[src/rtl/alu_scheduler_pkg.sv]
// Shared constants and types for the MiniCPU ALU scheduler.
package minicpu_alu_pkg;
  localparam int DATA_W    = 8;
  localparam int MUL_STEPS = 8;

  localparam logic [3:0] OP_ADD  = 4'd0;
  localparam logic [3:0] OP_SL   = 4'd1;
  localparam logic [3:0] OP_SR   = 4'd2;
  localparam logic [3:0] OP_AND  = 4'd3;
  localparam logic [3:0] OP_OR   = 4'd4;
  localparam logic [3:0] OP_XOR  = 4'd5;
  localparam logic [3:0] OP_NAND = 4'd6;
  localparam logic [3:0] OP_CMP  = 4'd7;
  localparam logic [3:0] OP_MUL  = 4'd8;

  typedef enum logic [1:0] {IDLE, EXEC, MUL, RESP} state_t;

  function automatic logic op_legal(input logic [3:0] op, input bit mul_en);
    return (op < OP_MUL) || (mul_en && (op == OP_MUL));
  endfunction
endpackage

[src/rtl/alu_scheduler_if.sv]
// Request, ALU and response buses between the requesters/ALU and the scheduler.
interface alu_scheduler_if;
  import minicpu_alu_pkg::*;

  logic              req0_valid, req0_ready;
  logic [3:0]        req0_op;
  logic [DATA_W-1:0] req0_a, req0_b;
  logic              req1_valid, req1_ready;
  logic [3:0]        req1_op;
  logic [DATA_W-1:0] req1_a, req1_b;

  logic [DATA_W-1:0] alu_a, alu_b;
  logic [DATA_W-1:0] alu_add, alu_sl, alu_sr, alu_and, alu_or, alu_xor, alu_nand, alu_comp;

  logic              rsp_valid, rsp_ready, rsp_id, rsp_zero, rsp_err, busy;
  logic [DATA_W-1:0] rsp_data;

  modport master (
    output req0_valid, req0_op, req0_a, req0_b, input req0_ready,
    output req1_valid, req1_op, req1_a, req1_b, input req1_ready,
    input  alu_a, alu_b,
    output alu_add, alu_sl, alu_sr, alu_and, alu_or, alu_xor, alu_nand, alu_comp,
    input  rsp_valid, rsp_id, rsp_data, rsp_zero, rsp_err, busy,
    output rsp_ready
  );

  modport slave (
    input  req0_valid, req0_op, req0_a, req0_b, output req0_ready,
    input  req1_valid, req1_op, req1_a, req1_b, output req1_ready,
    output alu_a, alu_b,
    input  alu_add, alu_sl, alu_sr, alu_and, alu_or, alu_xor, alu_nand, alu_comp,
    output rsp_valid, rsp_id, rsp_data, rsp_zero, rsp_err, busy,
    input  rsp_ready
  );
endinterface

[src/rtl/alu_scheduler_arb.sv]
// Two-way round-robin arbiter; last_grant names the requester that won the last accept.
module rr_arbiter2 (
  input  logic       clk,
  input  logic       rst_n,
  input  logic [1:0] valid,
  input  logic       accept,
  output logic [1:0] grant,
  output logic       last_grant
);
  always_comb begin
    grant = valid;
    if (valid == 2'b11) grant = last_grant ? 2'b01 : 2'b10;
  end

  always_ff @(posedge clk) begin
    if (!rst_n)      last_grant <= 1'b1;
    else if (accept) last_grant <= grant[1];
  end
endmodule

[src/rtl/alu_scheduler.sv]
// Arbitrates two requesters onto the shared ALU, sequences shift-add MUL,
// and returns a registered, flagged result over a valid/ready response.
module alu_scheduler #(
  parameter bit MUL_EN = 1'b1
) (
  input logic            clk,
  input logic            rst_n,
  alu_scheduler_if.slave bus
);
  import minicpu_alu_pkg::*;

  localparam int CNT_W = $clog2(MUL_STEPS);

  state_t            state_reg, state_next;
  logic [3:0]        op_reg, op_next;
  logic [DATA_W-1:0] alu_a_reg, alu_a_next, alu_b_reg, alu_b_next;
  logic [DATA_W-1:0] m_reg, m_next, q_reg, q_next;
  logic [CNT_W-1:0]  cnt_reg, cnt_next;
  logic              rsp_id_reg, rsp_id_next, rsp_zero_reg, rsp_zero_next;
  logic              rsp_err_reg, rsp_err_next;
  logic [DATA_W-1:0] rsp_data_reg, rsp_data_next;

  logic [1:0]        valid, grant, ready;
  logic              idle, accept, last_grant;
  logic [3:0]        op_in;
  logic [DATA_W-1:0] a_in, b_in, exec_result, m_shift, q_shift;

  assign valid  = {bus.req1_valid, bus.req0_valid};
  assign idle   = (state_reg == IDLE) && rst_n;
  assign accept = |ready;

  rr_arbiter2 u_arb (
    .clk(clk), .rst_n(rst_n), .valid(valid), .accept(accept),
    .grant(grant), .last_grant(last_grant)
  );

  genvar gi;
  generate
    for (gi = 0; gi < 2; gi++) begin : g_ready
      assign ready[gi] = grant[gi] & idle;
    end
  endgenerate

  assign bus.req0_ready = ready[0];
  assign bus.req1_ready = ready[1];

  assign op_in   = grant[1] ? bus.req1_op : bus.req0_op;
  assign a_in    = grant[1] ? bus.req1_a  : bus.req0_a;
  assign b_in    = grant[1] ? bus.req1_b  : bus.req0_b;
  assign m_shift = m_reg << 1;
  assign q_shift = q_reg >> 1;

  always_comb begin
    exec_result = '0;
    case (op_reg)
      OP_ADD:  exec_result = bus.alu_add;
      OP_SL:   exec_result = bus.alu_sl;
      OP_SR:   exec_result = bus.alu_sr;
      OP_AND:  exec_result = bus.alu_and;
      OP_OR:   exec_result = bus.alu_or;
      OP_XOR:  exec_result = bus.alu_xor;
      OP_NAND: exec_result = bus.alu_nand;
      OP_CMP:  exec_result = bus.alu_comp;
      default: exec_result = '0;
    endcase
  end

  // The ALU A register doubles as the MUL accumulator: it always holds the running sum.
  always_comb begin
    state_next    = state_reg;
    op_next       = op_reg;
    alu_a_next    = alu_a_reg;
    alu_b_next    = alu_b_reg;
    m_next        = m_reg;
    q_next        = q_reg;
    cnt_next      = cnt_reg;
    rsp_id_next   = rsp_id_reg;
    rsp_data_next = rsp_data_reg;
    rsp_zero_next = rsp_zero_reg;
    rsp_err_next  = rsp_err_reg;
    case (state_reg)
      IDLE: if (accept) begin
        op_next     = op_in;
        rsp_id_next = grant[1];
        alu_a_next  = a_in;
        alu_b_next  = b_in;
        m_next      = a_in;
        q_next      = b_in;
        cnt_next    = CNT_W'(MUL_STEPS - 1);
        if (!op_legal(op_in, MUL_EN)) begin
          rsp_data_next = '0;
          rsp_zero_next = 1'b1;
          rsp_err_next  = 1'b1;
          state_next    = RESP;
        end else if (op_in == OP_MUL) begin
          alu_a_next = '0;
          alu_b_next = b_in[0] ? a_in : '0;
          state_next = MUL;
        end else begin
          state_next = EXEC;
        end
      end
      EXEC: begin
        rsp_data_next = exec_result;
        rsp_zero_next = (exec_result == '0);
        rsp_err_next  = 1'b0;
        state_next    = RESP;
      end
      MUL: begin
        alu_a_next = bus.alu_add;
        m_next     = m_shift;
        q_next     = q_shift;
        alu_b_next = q_shift[0] ? m_shift : '0;
        cnt_next   = cnt_reg - CNT_W'(1);
        if (cnt_reg == '0) begin
          rsp_data_next = bus.alu_add;
          rsp_zero_next = (bus.alu_add == '0);
          rsp_err_next  = 1'b0;
          state_next    = RESP;
        end
      end
      RESP: if (bus.rsp_ready) state_next = IDLE;
      default: state_next = IDLE;
    endcase
  end

  always_ff @(posedge clk) begin
    if (!rst_n) begin
      state_reg    <= IDLE;
      op_reg       <= '0;
      alu_a_reg    <= '0;
      alu_b_reg    <= '0;
      m_reg        <= '0;
      q_reg        <= '0;
      cnt_reg      <= '0;
      rsp_id_reg   <= 1'b0;
      rsp_data_reg <= '0;
      rsp_zero_reg <= 1'b0;
      rsp_err_reg  <= 1'b0;
    end else begin
      state_reg    <= state_next;
      op_reg       <= op_next;
      alu_a_reg    <= alu_a_next;
      alu_b_reg    <= alu_b_next;
      m_reg        <= m_next;
      q_reg        <= q_next;
      cnt_reg      <= cnt_next;
      rsp_id_reg   <= rsp_id_next;
      rsp_data_reg <= rsp_data_next;
      rsp_zero_reg <= rsp_zero_next;
      rsp_err_reg  <= rsp_err_next;
    end
  end

  assign bus.alu_a     = alu_a_reg;
  assign bus.alu_b     = alu_b_reg;
  assign bus.rsp_valid = (state_reg == RESP);
  assign bus.rsp_id    = rsp_id_reg;
  assign bus.rsp_data  = rsp_data_reg;
  assign bus.rsp_zero  = rsp_zero_reg;
  assign bus.rsp_err   = rsp_err_reg;
  assign bus.busy      = (state_reg != IDLE);
endmodule

[src/flat_wrapper.sv]
// flat-port wrapper written by rule: the top's interface ports become plain ports
module alu_scheduler_flat import minicpu_alu_pkg::*;
#(
  parameter bit MUL_EN = 1'b1
)
  (clk, rst_n, bus_req0_valid, bus_req0_op, bus_req0_a, bus_req0_b, bus_req0_ready, bus_req1_valid, bus_req1_op, bus_req1_a, bus_req1_b, bus_req1_ready, bus_alu_a, bus_alu_b, bus_alu_add, bus_alu_sl, bus_alu_sr, bus_alu_and, bus_alu_or, bus_alu_xor, bus_alu_nand, bus_alu_comp, bus_rsp_valid, bus_rsp_id, bus_rsp_data, bus_rsp_zero, bus_rsp_err, bus_busy, bus_rsp_ready);
  alu_scheduler_if bus_i ();
  input logic clk;
  input logic rst_n;
  input wire logic [$bits(bus_i.req0_valid)-1:0] bus_req0_valid;
  input wire logic [$bits(bus_i.req0_op)-1:0] bus_req0_op;
  input wire logic [$bits(bus_i.req0_a)-1:0] bus_req0_a;
  input wire logic [$bits(bus_i.req0_b)-1:0] bus_req0_b;
  output wire logic [$bits(bus_i.req0_ready)-1:0] bus_req0_ready;
  input wire logic [$bits(bus_i.req1_valid)-1:0] bus_req1_valid;
  input wire logic [$bits(bus_i.req1_op)-1:0] bus_req1_op;
  input wire logic [$bits(bus_i.req1_a)-1:0] bus_req1_a;
  input wire logic [$bits(bus_i.req1_b)-1:0] bus_req1_b;
  output wire logic [$bits(bus_i.req1_ready)-1:0] bus_req1_ready;
  output wire logic [$bits(bus_i.alu_a)-1:0] bus_alu_a;
  output wire logic [$bits(bus_i.alu_b)-1:0] bus_alu_b;
  input wire logic [$bits(bus_i.alu_add)-1:0] bus_alu_add;
  input wire logic [$bits(bus_i.alu_sl)-1:0] bus_alu_sl;
  input wire logic [$bits(bus_i.alu_sr)-1:0] bus_alu_sr;
  input wire logic [$bits(bus_i.alu_and)-1:0] bus_alu_and;
  input wire logic [$bits(bus_i.alu_or)-1:0] bus_alu_or;
  input wire logic [$bits(bus_i.alu_xor)-1:0] bus_alu_xor;
  input wire logic [$bits(bus_i.alu_nand)-1:0] bus_alu_nand;
  input wire logic [$bits(bus_i.alu_comp)-1:0] bus_alu_comp;
  output wire logic [$bits(bus_i.rsp_valid)-1:0] bus_rsp_valid;
  output wire logic [$bits(bus_i.rsp_id)-1:0] bus_rsp_id;
  output wire logic [$bits(bus_i.rsp_data)-1:0] bus_rsp_data;
  output wire logic [$bits(bus_i.rsp_zero)-1:0] bus_rsp_zero;
  output wire logic [$bits(bus_i.rsp_err)-1:0] bus_rsp_err;
  output wire logic [$bits(bus_i.busy)-1:0] bus_busy;
  input wire logic [$bits(bus_i.rsp_ready)-1:0] bus_rsp_ready;
  assign bus_i.req0_valid = bus_req0_valid;
  assign bus_i.req0_op = bus_req0_op;
  assign bus_i.req0_a = bus_req0_a;
  assign bus_i.req0_b = bus_req0_b;
  assign bus_req0_ready = bus_i.req0_ready;
  assign bus_i.req1_valid = bus_req1_valid;
  assign bus_i.req1_op = bus_req1_op;
  assign bus_i.req1_a = bus_req1_a;
  assign bus_i.req1_b = bus_req1_b;
  assign bus_req1_ready = bus_i.req1_ready;
  assign bus_alu_a = bus_i.alu_a;
  assign bus_alu_b = bus_i.alu_b;
  assign bus_i.alu_add = bus_alu_add;
  assign bus_i.alu_sl = bus_alu_sl;
  assign bus_i.alu_sr = bus_alu_sr;
  assign bus_i.alu_and = bus_alu_and;
  assign bus_i.alu_or = bus_alu_or;
  assign bus_i.alu_xor = bus_alu_xor;
  assign bus_i.alu_nand = bus_alu_nand;
  assign bus_i.alu_comp = bus_alu_comp;
  assign bus_rsp_valid = bus_i.rsp_valid;
  assign bus_rsp_id = bus_i.rsp_id;
  assign bus_rsp_data = bus_i.rsp_data;
  assign bus_rsp_zero = bus_i.rsp_zero;
  assign bus_rsp_err = bus_i.rsp_err;
  assign bus_busy = bus_i.busy;
  assign bus_i.rsp_ready = bus_rsp_ready;
  alu_scheduler #(.MUL_EN(MUL_EN)) u_core (.clk(clk), .rst_n(rst_n), .bus(bus_i));
endmodule
[config.mk]
export PLATFORM = sky130hd
export DESIGN_NAME = alu_scheduler_flat
export DESIGN_NICKNAME = d
export VERILOG_FILES = /design/src/rtl/alu_scheduler_pkg.sv /design/src/rtl/alu_scheduler_if.sv /design/src/rtl/alu_scheduler_arb.sv /design/src/rtl/alu_scheduler.sv /design/src/flat_wrapper.sv
export SDC_FILE = /design/constraint.sdc
export NUM_CORES = 1
export LEC_CHECK = 0
export CORE_UTILIZATION = 35
export CTS_CLUSTER_DIAMETER = 50
export CTS_CLUSTER_SIZE = 14
export DETAILED_ROUTE_END_ITERATION = 8
export PLACE_DENSITY_LB_ADDON = 0.05
export RECOVER_POWER = 100
export SYNTH_ARGS = -nofsm -noshare
export SYNTH_HDL_FRONTEND = slang
export SYNTH_SLANG_ARGS = --single-unit
[constraint.sdc]
create_clock -name clk -period 3 [get_ports clk]
set_clock_uncertainty 0.1 [all_clocks]
set_input_delay 0.75 -clock clk [delete_from_list [all_inputs] [get_ports clk]]
set_output_delay 0.75 -clock clk [all_outputs]
set_load 0.005 [all_outputs]
==> results.yml <==
run_status:
  outcome: "completed"
die:
  die_x_um: 98.7
  core_area_mm2: 0.00889
  initial_core_util_pct: 36.8
  die_h_um: 98.7
  ioPinCount: 140
  die-area_mm2: 0.00974
  floorplan.rows: 34
placement:
  buffer_ports.inserted: 139
  dp_cells: 657
  dp_hpwl_um: 8800
  gp_congestion: 0.845
setup_path:
  r2r_depth: 8
  worstReg2RegStart: "u_core.state_reg[0]$_SDFFE_PN0P_"
  critical_path_class: "in -> out"
  timing.critical_path.slowest_stage_cell: "sky130_fd_sc_hd__clkdlybuf4s50_1"
  crit_path_cell_trace: "clkdlybuf4s50_1 > nand3_1 > a21oi_2 > clkdlybuf4s50_1"
  path_delay_family: "buffers and inverters"
  critical-path-top-cell-by-count: "sky130_fd_sc_hd__clkdlybuf4s50_1"
  crit_required_ps: 2150
  critPathBufInv: 2
  regToRegEndpoint: "u_core.m_reg[6]$_SDFFE_PN0P_"
  worst-endpoint-arrival_ps: 2090
  critical_path.endpoint_type: "primary output"
  reg2reg_setup_slack_ps: 270
  slowest_delay_ps: 550
  critPathMaxFanout: 5
  startpoint_type: "primary input"
timing:
  setup_total_negative_slack_ps: 0
  setup_repair_after_global_routing_missed_its_margin: "no"
  timing_hold_violations_final: 0
  period_share_pct: 97.9
  final_period_minus_worst_setup_slack_ps: 2940
  relSlewSlack_pct: 47.1
  timing_max_transition_violations_final: 0
  max_freq_mhz: 341
  transition_at_the_pin_with_the_smallest_max_transition_slack_ps: 794
  setup_viol: 0
global_routing:
  grt_pass1_wl_um: 18400
  grt_overflow: 0
  grt_pass1_vias: 3646
  grt_antenna_before_repair: 0
  grtUsageTotal_pct: 23.5
  grt_start_max_net_pins: 44
routing:
  drt_pass1_iterations: 5
  count_of_unresolved_drc_violations_after_routing: 0
  num_vias: 3724
  initialDrtViolationCount: 153
  wl_per_cell_um: 17.1
  post_drt_via_cell_ratio: 5.60
  drtAntennaViolNets: 0
  routed_wire_length_um: 11400
pwr:
  pwr-share-seq_pct: 33.5
  static-leakage-power_nw: 2.02
  p_int_mw: 1.83
  clock_power_share_pct: 13.9
  combPwrFrac_pct: 52.6
  power_density_normalized_to_cell_area_mw_per_mm2: 615
  power_switching_mw: 1.23
  p_sw_share_pct: 40.3
  vdd_drop_max_mv: 0.302
layout:
  final_layout_size_suffix_gt1_share_pct: 8.08
  layout.cells.non_filler: 665
  net_count_of_the_finished_layout: 671
  layout-area-overhead-vs-synth_pct: 51.9
  number_of_fill_cells: 839
  final_antenna_diode_count: 0
logic_synthesis:
  synth_nets: 528
  synth_async_sr_flop_share_pct: 0
  synthDominantAreaCellType: "sky130_fd_sc_hd__dfxtp_1"
  synth-warning-count: 0
  synth.most_common_cell: "sky130_fd_sc_hd__nand2_1"
  synth.ff_latch_count: 51
  synth-main-ff-cell: "sky130_fd_sc_hd__dfxtp_1"
  yosys.cell_types.count: 51
  most_frequent_cells_after_synthesis: "sky130_fd_sc_hd__nand2_1 (54), sky130_fd_sc_hd__dfxtp_1 (51), sky130_fd_sc_hd__a21oi_1 (50), sky130_fd_sc_hd__clkbuf_1 (31), sky130_fd_sc_hd__nor2_1 (21)"
  synth.top_cells.by_area: "sky130_fd_sc_hd__dfxtp_1 (31%), sky130_fd_sc_hd__a21oi_1 (7.6%), sky130_fd_sc_hd__nand2_1 (6.2%)"
  synth_enable_flop_cells: 0
  cells_after_synth: 413
  synth-seq-area-share_pct: 31.2
  post-synth-top-area-fraction_pct: 31.2
  synth.cell_area_mm2: 0.00327
  synthesis.area_per_instance_um2: 7.93
min_path:
  hold_path_end: "u_core.bus.rsp_data[7]$_SDFFE_PN0P_"
  holdCritStartpoint: "u_core.bus.rsp_data[7]$_SDFFE_PN0P_"
  instance_count_along_the_most_critical_hold_path: 2
  worstHoldPathType: "reg -> reg"
clock_tree:
  cts_made_buffers: 5
  cts_tree: "done"
  cts.root.buffer_cell: "sky130_fd_sc_hd__clkbuf_8"
  cts_max_path_buffers: 2
  clk_latency_ps: 310
  cts.reportedPaths.clkPinSlew_ps: 90
  postCtsHoldBufs: 0
  clock_tree.htree_level_count: 2
  postCtsResizedCells: 0
  post_cts_buffers: 0
  clock-sinks: 51
flow_run:
  max_cap_viol_count: 0
-- worst register-to-register path: stages (launching register included) --
cell and delay [ps]:
sky130_fd_sc_hd__dfxtp_1 360, sky130_fd_sc_hd__inv_1 90, sky130_fd_sc_hd__ha_1 410, sky130_fd_sc_hd__buf_4 440, sky130_fd_sc_hd__inv_2 240, sky130_fd_sc_hd__o21ai_2 150
sky130_fd_sc_hd__buf_2 520, sky130_fd_sc_hd__o211ai_1 170, sky130_fd_sc_hd__a21boi_0 190
-- cell families (layout without fill, tap and decap cells) --
group | after synthesis | in the layout | synth area share, %
AND/OR/NAND/NOR | 131 | 131 | 19.4
multiplexers | 28 | 28 | 11.6
flip-flops | 51 | 51 | 31.2
buffers and inverters | 45 | 189 | 5.70
adder cells (fa/ha/maj) | 6 | 6 | 2.29
AO/OA/AOI/OAI | 152 | 152 | 29.8
-- layout by cell type, fill, tap and decap left out, drive strengths merged, types with 11 or more instances in the layout --
cell type	netlist	final
a21oi	50	50
mux2i	20	20
nand2	54	54
dfxtp	51	51
nor3	12	12
dlygate4sd3	0	29
nor2	21	21
clkdlybuf4s50	0	108
clkbuf	31	11
nor2b	11	11
o21ai	32	32
buf	4	26
inv	10	12
-- stage by stage --
stage	power, mW	utilization, %	instance area, um^2	setup WS [ps]	hold WS [ps]
after detailed placement	2.72	55.1	4890	-264	348
after global routing	3.30	55.9	4970	6.77	377
after global placement	2.70	55.1	4890	-207	337
after CTS	3.14	56.1	4990	26.3	361
final	3.06	55.9	4970	64.1	360
after floorplan	1.97	-	3270	354	331
-- cell type report --
cell class,instances,area (um^2),area share (%)
Multi-Input combinational cell,317,2070,41.7
Timing Repair Buffer,171,1610,32.4
Sequential cell,51,1020,20.5
Tap cell,108,135,2.72
Clock buffer,5,68.8,1.38
Inverter,10,37.5,0.755
Clock inverter,3,25.0,0.503
-- worst max path at each step --
stage	end	cells past startpoint	from
after CTS	bus_req0_ready	4	bus_req0_valid
after floorplan	u_core.bus.rsp_zero$_SDFFE_PN0P_	6	bus_alu_comp[2]
after detailed placement	u_core.bus.rsp_zero$_SDFFE_PN0P_	7	bus_alu_add[2]
after global placement	u_core.bus.rsp_zero$_SDFFE_PN0P_	7	bus_alu_add[2]
after global routing	u_core.bus.alu_a[1]$_SDFFE_PN0P_	8	bus_req1_valid
final	bus_req0_ready	4	rst_n
-- power groups by stage --
stage	logic [mW]	clock network, mW	registers, mW
6_report	1.61	0.424	1.02
4_1_cts	1.68	0.433	1.03
5_1_grt	1.79	0.462	1.05
3_5_place_dp	1.67	0	1.04
3_3_place_gp	1.66	0	1.04
2_1_floorplan	0.983	0	0.986
-- routing by layer --
| layer | global-route usage, % | part of all wire, % |
|---|---|---|
| met2 | 40.7 | 49 |
| met5 | 0 | 0 |
| met4 | 6.20 | 1.7 |
| met3 | 3.76 | 5.3 |
| met1 | 30.5 | 44 |
Note: power is estimated with default switching activity, not from simulation.
==> variant: new RTL, same flow settings <==
`MUL_EN` is set to 1'b1 in 2 places; all go to 1'b0.
--- a/src/rtl/alu_scheduler.sv
+++ b/src/rtl/alu_scheduler.sv
@@ -2,5 +2,5 @@
 // and returns a registered, flagged result over a valid/ready response.
 module alu_scheduler #(
-  parameter bit MUL_EN = 1'b1
+  parameter bit MUL_EN = 1'b0
 ) (
   input logic            clk,
--- a/src/flat_wrapper.sv
+++ b/src/flat_wrapper.sv
@@ -2,5 +2,5 @@
 module alu_scheduler_flat import minicpu_alu_pkg::*;
 #(
-  parameter bit MUL_EN = 1'b1
+  parameter bit MUL_EN = 1'b0
 )
   (clk, rst_n, bus_req0_valid, bus_req0_op, bus_req0_a, bus_req0_b, bus_req0_ready, bus_req1_valid, bus_req1_op, bus_req1_a, bus_req1_b, bus_req1_ready, bus_alu_a, bus_alu_b, bus_alu_add, bus_alu_sl, bus_alu_sr, bus_alu_and, bus_alu_or, bus_alu_xor, bus_alu_nand, bus_alu_comp, bus_rsp_valid, bus_rsp_id, bus_rsp_data, bus_rsp_zero, bus_rsp_err, bus_busy, bus_rsp_ready);
Formal check against the unedited RTL: not equivalent (Yosys sat finds a counterexample within 4 cycles, from zero or initial values and one cycle with rst_n low).
==> variant against the original RTL <==
  * Total power down 2.2%
  * Routed wire length down 11%
  * Area after synthesis fell by 4.0%
  * Non-clock buffer count shrank 16
  * Worst setup slack got worse by 0.0040 ns
  * Final area is 4.9% lower
  * Sequential cell count unchanged
  * Via count shrank 12%
  * First-iteration DRC count shrank 21%
  * Maximum frequency is 0.14% lower
  * Highest routed layer unchanged
==> variant: results (changes against the original RTL) <==
async set-reset flop share out of synthesis=0 (unchanged); multi-input gate count=285 (-10%); fill cell count=844 (+0.60%); Finished Cell Area=4731 um2 (-4.9%); Gate Count Post-Synth=379 (-8.2%); hold endpoint=u_core.bus.rsp_data[3]; Clock transition at path regs=0.09 ns (about the same); vias in the first global route=3184 (-13%); critical path launch point=bus_req1_valid; critical path's largest stage delay=0.49 ns (-0.06 ns); cell depth of the worst hold path=2 (unchanged); Pre-Repair DR Iteration Count=4 (-1); reg2reg end=u_core.bus.rsp_zero; Worst R2R Path Depth=7 (-1); #FFs+latches synth=51 (unchanged); post-DR wirelength/cell=16.27 um (-4.9%); sequential share of the synthesized area=0.3250 (+0.01304); placed cell count=611 (-7.0%); port buffer count=139 (unchanged); max-slew violation count=0 (unchanged); synth unique cells=53 (+3.9%); slew margin rel.=0.6339 (+0.1634); clk_lat worst skew=0.30 ns; peak fanout along the critical path=2 (-3); clkbuf count=6 (+1); nets@finish=626 (-6.7%); Max H-tree Level=2 (unchanged); Hold Path Origin=u_core.bus.rsp_data[3]; top post-synthesis cells by count=dfxtp_1, o21ai_0, nor2_1, a21oi_1, mux2i_1; Post-DP Area=4643 um2 (-5.1%); Non-clk bufs=155 (-9.4%); ClkCell Share=0.01798 (-0.0008880); Clock Path Buffers=2 (unchanged); Vias/cell=5.289 (-5.6%); Num CTS Buffers=5 (unchanged); beginning of the worst register-to-register path=u_core.op_reg[1]; status=complete, no violations; register area=1021 um2 (unchanged); top area cells in the synthesized netlist=dfxtp_1, o21ai_0, mux2i_1; hold crit path type=register to register; P_leak=1.881 nW (-6.7%); Crit-path slowest cell=clkdlybuf4s50_1; nonclk inv count=12 (+2); Max VDD drop=257.2 uV (-15%); Worst R2R Setup Slack=0.56 ns (+0.29 ns); NonClk Buf Share=0.3190 (-0.005144); Starting DRT DRC Count=121 (-21%); layout cell share with drive strength beyond 1=0.08219 (+0.001402); largest net degree at the start of global routing=51 (+16%); Most used DFF post-synth=dfxtp_1; syn_nets=495 (-6.3%); vias=3274 (-12%); first-pass GRT wire length=16200 um (-12%); hpwl dp=7804 um (-11%); All-Layer GR Usage=0.2142 (-0.02091); initial antenna violation count=0 (unchanged); CP Capture Point=bus_req1_ready; Ys Warns=0 (unchanged); RePlAce Congestion=0.8444 (about the same); multi-input combinational area share=0.4092 (-0.007809)
==> variant: repair_timing <==
| item | in CTS | in global routing |
|---|---|---|
| setup endpoints to repair | 1 | 1 |
| setup buffers | 0 | 0 |
| hold buffers | 0 | 0 |
| gates resized for setup | 2 | 1 |
==> variant: power breakdown <==
group          total, mW  switching [mW]  internal, mW
Combinational       1.54           0.752         0.787
Sequential          1.06           0.176         0.885
Clock              0.388           0.224         0.164
Total               2.99            1.15          1.84
==> variant: routing by layer <==
layer / track usage / share of wire
met5: 0 / 0
met2: 0.3743 / 0.49
met1: 0.2622 / 0.43
met4: 0.07003 / 0.020
met3: 0.04263 / 0.060
==> variant: through the flow <==
step	power (mW)	setup slack [ns]	util	hold WS, ns
2_1_floorplan	1.965	0.6925	-	0.3481
3_3_place_gp	2.596	0.05992	0.5324	0.3468
3_5_place_dp	2.618	-0.01849	0.5324	0.3486
4_1_cts	3.014	0.06838	0.5419	0.3618
5_1_grt	3.232	-0.001319	0.5425	0.3909
6_report	2.988	0.06011	0.5425	0.3561
==> variant: worst reg2reg max path: stages, from the launching register on <==
cell and delay, ns:
dfxtp_1 0.65, buf_4 0.28, nor2_1 0.14, a32o_1 0.26
o21ai_0 0.34, o211ai_1 0.15, nand4bb_1 0.25, a41oi_2 0.21
==> variant: cells by family (layout without fill, tap and decap cells) <==
| group | after synthesis | after routing | share of synthesized area |
|---|---|---|---|
| fa+ha+maj | 7 | 7 | 0.02788 |
| simple gates | 102 | 102 | 0.1625 |
| buf+inv | 43 | 175 | 0.06292 |
| compound gates | 142 | 142 | 0.2971 |
| mux | 34 | 34 | 0.1246 |
| flops | 51 | 51 | 0.3250 |
